<file path="config.mk">
export PLATFORM = sky130hd
export DESIGN_NAME = dparm_sdp
export DESIGN_NICKNAME = d
export VERILOG_FILES = /design/src/rtl/dparm_sdp_pkg.sv /design/src/rtl/dparm_sdp_outreg.sv /design/src/rtl/dparm_sdp.sv
export SDC_FILE = /design/constraint.sdc
export NUM_CORES = 2
export LEC_CHECK = 0
export ABC_AREA = 1
export CAP_MARGIN = 20
export CORE_MARGIN = 2
export CORE_UTILIZATION = 25
export CTS_CLUSTER_DIAMETER = 50
export DETAILED_ROUTE_END_ITERATION = 16
export GPL_TIMING_DRIVEN = 0
export PLACE_DENSITY = 0.45
export SYNTH_ARGS = -nofsm -noshare
export SYNTH_HDL_FRONTEND = slang
export SYNTH_HIERARCHICAL = 1
export SYNTH_SLANG_ARGS = --single-unit
</file>
<file path="constraint.sdc">
create_clock -name clock -period 2.2 [get_ports clock]
set_input_delay 0.55 -clock clock [delete_from_list [all_inputs] [get_ports clock]]
set_output_delay 0.55 -clock clock [all_outputs]
set_load 0.01 [all_outputs]
</file>
<file path="src/rtl/dparm_sdp_pkg.sv">
// rtl/dparm_sdp_pkg.sv - shared constants for the dparm_sdp simple dual-port RAM
// Holds the default geometry and the read latency seen at q.
// Optional feature: DPARM_SDP_OUTREG_EN adds a second output register (latency 2).
package dparm_sdp_pkg;

    localparam int DEF_DATA_W = 8;
    localparam int DEF_ADDR_W = 8;

`ifdef DPARM_SDP_OUTREG_EN
    localparam int RD_LATENCY = 2;
`else
    localparam int RD_LATENCY = 1;
`endif

endpackage

</file>
<file path="src/rtl/dparm_sdp_outreg.sv">
// rtl/dparm_sdp_outreg.sv - DATA_W pipeline register with synchronous reset value
// Ports:
//   clock  in   rising-edge clock
//   reset  in   synchronous active-high reset, loads RESET_Q
//   d      in   DATA_W data in
//   q      out  DATA_W registered data out
module dparm_sdp_outreg
    import dparm_sdp_pkg::*;
#(
    parameter int                DATA_W  = DEF_DATA_W,
    parameter logic [DATA_W-1:0] RESET_Q = '0
) (
    input  logic              clock,
    input  logic              reset,
    input  logic [DATA_W-1:0] d,
    output logic [DATA_W-1:0] q
);

    always_ff @(posedge clock) begin
        if (reset) begin
            q <= RESET_Q;
        end else begin
            q <= d;
        end
    end

endmodule

</file>
<file path="src/rtl/dparm_sdp.sv">
// rtl/dparm_sdp.sv - single-clock simple dual-port RAM, one write and one read port
// Optional feature macro: DPARM_SDP_OUTREG_EN (second output register, latency 2).
// Ports:
//   clock      in   sole clock, all state updates on the rising edge
//   reset      in   synchronous active-high; clears the read pipeline only
//   data       in   DATA_W write data
//   rdaddress  in   ADDR_W read address, sampled every edge
//   wraddress  in   ADDR_W write address, sampled when wren=1
//   wren       in   write enable
//   q          out  DATA_W read data, RD_LATENCY edges after rdaddress
module dparm_sdp
    import dparm_sdp_pkg::*;
#(
    parameter int                DATA_W  = DEF_DATA_W,
    parameter int                ADDR_W  = DEF_ADDR_W,
    parameter logic [DATA_W-1:0] RESET_Q = '0
) (
    input  logic              clock,
    input  logic              reset,
    input  logic [DATA_W-1:0] data,
    input  logic [ADDR_W-1:0] rdaddress,
    input  logic [ADDR_W-1:0] wraddress,
    input  logic              wren,
    output logic [DATA_W-1:0] q
);

    localparam int DEPTH = 2 ** ADDR_W;

    logic [DATA_W-1:0] mem [DEPTH];
    logic [DATA_W-1:0] rd_word;
    logic [DATA_W-1:0] stage1_q;

    // Write port is deliberately not gated by reset; contents survive reset.
    always_ff @(posedge clock) begin
        if (wren) begin
            mem[wraddress] <= data;
        end
    end

    // The read register samples the array before this edge's write lands,
    // which gives old-data behaviour on a same-address collision.
    assign rd_word = mem[rdaddress];

    dparm_sdp_outreg #(
        .DATA_W  (DATA_W),
        .RESET_Q (RESET_Q)
    ) u_rdreg (
        .clock (clock),
        .reset (reset),
        .d     (rd_word),
        .q     (stage1_q)
    );

`ifdef DPARM_SDP_OUTREG_EN
    dparm_sdp_outreg #(
        .DATA_W  (DATA_W),
        .RESET_Q (RESET_Q)
    ) u_outreg (
        .clock (clock),
        .reset (reset),
        .d     (stage1_q),
        .q     (q)
    );
`else
    assign q = stage1_q;
`endif

endmodule

</file>
# Yosys cells after proc, flatten, opt, wreduce, memory -nomap -nowiden

Memory sizes are Yosys's and may differ from the RTL's. A register that Yosys moved wholly into a read port is not among the register bits.
Cells that the tools add are included.

Mux-type cells: 2

Operators by type and width:

| operator | number |
|---|---|
| $mux W1  | 2 |

Output and inout bits: 8
Bits in writable memories: 2,048
Flip-flop bits (word level): 0
Logic and storage cells: 3
Bits of input ports: 27
Memories: 1

Memories:

| memory | words | width | read ports | clocked after Yosys merged registers in | write ports | line            | source |
|---|---|---|---|---|---|---|---|
| mem    | 256   | 8     | 1          | 1                                       | 1           | dparm_sdp.sv:29 | `logic [DATA_W-1:0] mem [DEPTH];` |

# Logic depth before layout (Yosys ltp)

Depth after elaboration: 2
Gate-level depth with buffers: 17
Mapped depth without buffers: 13

# By module

Netlist, hierarchy kept.

Modules (own cells, without submodules):

| module           | area an instance (µm²) | instances | cells each | sequential area each (µm²) |
|---|---|---|---|---|
| dparm_sdp        | 83,236.1               | 1         | 6,995      | 61,499.0 |
| dparm_sdp_outreg | 231.5                  | 1         | 25         | 160.2 |

# Worst setup path before layout

OpenSTA, ideal clock, no wires.

Kind: input -> register
Start point: in wren
End point: mem mem[162][0] (netlist name) (enable)
Stages: 4
Buffers on the path: 2
Arrival time: 1.671 ns
Slack: 0.159 ns
Data required time: 1.830 ns
Setup time: 0.370 ns
Cells stage by stage: clkbuf_1 -> nand3_1 -> clkbuf_1 -> nor2_1

Cells in the longest elaborated chain, start to end: 2

RTL lines:

| element                       | line            | source |
|---|---|---|
| from (decl)                   | dparm_sdp.sv:23 | `input logic wren,` |
| $mux W1                       | dparm_sdp.sv:35 | `if (wren) begin` |
| $mux W1 (implied by the code) | dparm_sdp.sv:36 | `mem[wraddress] <= data;` |
| to (decl)                     | dparm_sdp.sv:29 |  |

No other way between the ends.

# Final worst setup path

Start point: in wraddress[1]
End point: mem mem[51][2] (netlist name) (enable)

RTL lines:

| element     | line            | source |
|---|---|---|
| from (decl) | dparm_sdp.sv:22 | `input logic [ADDR_W-1:0] wraddress,` |

No word-level cell before the write port.

==> metrics.txt <==
first-pass GRT wire length=507000 µm; Final Skew=a little over 0.09 ns; worst slack after detailed placement=-2.46 ns; CTS max path bufs=4; synthesis-to-finish area growth=25.9%; Initial Util=25.1%; DRT iter0 DRCs=roughly 8600; TritonCTS clock tree=built; die area=~0.34 mm²; DRT antenna net count=0; final max-slew violation count=0; CTS sink count=~2100; Final WS setup=-0.0988 ns; Worst Path Class, Setup=in2reg; Peak VDD IR=~590 µV; WHS Path Cells=1; Ports=35; #FFs+latches synth=2056; Sw Pwr=around 24000 µW; RSZ-0062 raised after global routing=yes; Inserted Clock Buffers=between 200 and 300; vias in the first global route=around 58000; GRT Resource Usage Total=between 20% and 30%; Worst Setup End Kind=flop; Hold Crit Class=in2reg; initial antenna violation count=25; GPL Wtd Cong=0.972; Logic pwr share=under 10%; Avg Synthesized Cell Area=between 10 and 15 µm²; Seq/Total Area, Yosys=between 70% and 80%; via count=between 60000 and 70000; Clk pin slew, worst setup/hold paths=approximately 0.050 ns; Synth top area share=~74%; outcome=finished with violations; period utilisation layout=104%; clock root cell=clkbuf_16; router iterations before antenna repair=8; leakage=0.0364 µW; Worst EP required=about 2.8 ns; Worst Max-Slew Pin Slew=1.11 ns; Core ar.=roughly 0.33 mm²; synthesized area=0.0835 mm²; share of layout cells above drive strength 1=18.2%; Fin. Hold Viols=0; worst hold slack=~0.092 ns; Die H=582 µm; Post-layout nets=around 7500; clk_lat worst skew=just over 0.9 ns; post-DR vias/cell=a little over 5; largest net degree at the start of global routing=around 160; Worst R2R Path Depth=12; crit start category=input port; Fmax=between 400 and 500 MHz; total power draw=about 96000 µW; Tmin final=roughly 2.3 ns; internal power=71900 µW; Max FO, Critical Path=10; row count=approximately 210; Net Count, Synth=7047; WL/cell=between 30 and 40 µm; switching part of the total=between 20 and 30%; Routed WL=~380000 µm; cell taking the most area after synthesis=edfxtp_1; pwr/cell area=a little over 900 mW/mm²; htree depth=5; synth top area cells=edfxtp_1 74%, nand3_1 12%, nand2_1 9.5%; DPL Wire Length=roughly 270000 µm; DRC Markers=0; Die X=around 580 µm; GR Overflow Total=0; CP arrival=between 2 and 3 ns; register share of total power=approximately 45%; Cells after Synth=between 7000 and 8000; YS warnings=6; failing checks=setup timing; final-layout fill cell count=33200; # Max-Cap Violations=0; relative slew slack=around 26%; Setup Viol. Count Final=110; power share of the clock group=a little under half; number of I/O port buffers=26; Yosys cell types=14
[power groups by stage]
stage	clock, µW	sequential, µW	combinational (µW)
after detailed placement	0	44000	6610
after global placement	0	44600	6370
after global routing	47200	43200	7560
after CTS	45600	43200	6970
after floorplan	0	44000	2680
final	45300	43200	7400
[synth_stat cells]
cell type  count
buf_2        268
nor2_1       291
nand2_1     2123
inv_1         44
dfxtp_1        8
nand3_1     2019
buf_6         17
inv_2          2
buf_8          1
clkbuf_1     112
buf_1         40
edfxtp_1    2048
inv_4          1
buf_4         46
[kinds of logic (layout without fill, tap and decap cells)]
family	count (synthesis)	count (layout)	synth area share (%)
simple gates	4433	4433	23.0
other cells	0	12	0
flops	2056	2056	73.9
buf+inv	531	1232	3.17
[flip-flops by register name, summed over array words and instances (netlist names)]
register	flops
u_rdreg/q	8
mem	2048
[worst max-delay path, stage by stage]
cell,delay (ns)
clkdlybuf4s50_1,0.68
nand2_1,0.24
nor2_1,0.22
nand2_2,0.22
buf_8,0.32
nor2_2,0.30
buf_4,0.28
[timing repair]
| action | CTS | global route |
|---|---|---|
| gates resized for setup | 811 | 383 |
| gates cloned | 0 | 2 |
| pin swaps | 25 | 35 |
| hold buffers | 2 | 0 |
| setup endpoints to repair | 1669 | 1661 |
| setup buffers | 30 | 30 |
| endpoints found under the hold margin | 22 | 0 |
[per-stage QoR]
stage               cell area, µm²  std cells  utilization, %  setup TNS (ns)
CTS                         103000      12100            31.0         -119.74
detailed placement           91200      11600            27.4        -2687.83
global route                105000      12100            31.6           -1.51
global placement             89200      11400            26.8               -
floorplan                    83500       7020               -               0
finish                      105000      12100            31.6           -2.54
[path summary, 6_finish.rpt]
kind                                    from           end  slack [ns]
worst max-delay path            wraddress[1]    mem[51][2]        -0.1
worst min-delay path                 data[4]   mem[102][4]        0.09
worst max register to register   mem[199][2]  u_rdreg/q[2]        0.01
worst min register to register    mem[68][1]  u_rdreg/q[1]        1.26
[final cells by class]
| cell class | count | area (µm²) | area share [%] |
|---|---|---|---|
| diodes | 12 | 30.0 | 0.0286 |
| plain buffers | 484 | 4120 | 3.92 |
| clock buffers | 323 | 7210 | 6.86 |
| clock inverters | 166 | 1910 | 1.82 |
| inverters | 47 | 208 | 0.198 |
| multi-input cells | 4433 | 21200 | 20.1 |
| flip-flops and latches | 2056 | 61700 | 58.7 |
| well taps | 4387 | 5490 | 5.22 |
| repair buffers | 212 | 3300 | 3.14 |
[routing by layer]
layer | wire [µm] | vias up | track usage [%]
li1 | - | 26000 | -
met1 | 150000 | 31600 | 28.1
met2 | 168000 | 3537 | 33.3
met3 | 41100 | 849 | 6.27
met4 | 23800 | 2 | 11.7
met5 | 14 | - | 0
[layout by cell type, fill, tap and decap left out, types with 4 or more instances in the layout]
| master | instances |
|---|---|
| clkbuf_16 | 289 |
| inv_6 | 18 |
| nand3_1 | 1958 |
| buf_12 | 59 |
| nand3_4 | 20 |
| clkbuf_4 | 84 |
| clkinv_16 | 4 |
| diode_2 | 12 |
| dfxtp_1 | 8 |
| nand2_2 | 31 |
| buf_4 | 134 |
| buf_16 | 29 |
| clkbuf_8 | 5 |
| nor2_2 | 60 |
| clkinv_4 | 9 |
| buf_1 | 4 |
| buf_6 | 128 |
| inv_8 | 5 |
| nand3_2 | 41 |
| nand2_1 | 2087 |
| edfxtp_1 | 2048 |
| dlymetal6s2s_1 | 13 |
| bufinv_16 | 28 |
| clkbuf_1 | 52 |
| clkinvlp_4 | 30 |
| buf_2 | 97 |
| clkbuf_2 | 42 |
| inv_16 | 5 |
| clkinv_8 | 6 |
| clkinv_2 | 26 |
| clkinv_1 | 36 |
| nor2_1 | 60 |
| buf_8 | 75 |
| inv_1 | 44 |
| nand2_4 | 5 |
| nor2_4 | 171 |
Note: power is estimated with default switching activity, not from simulation.
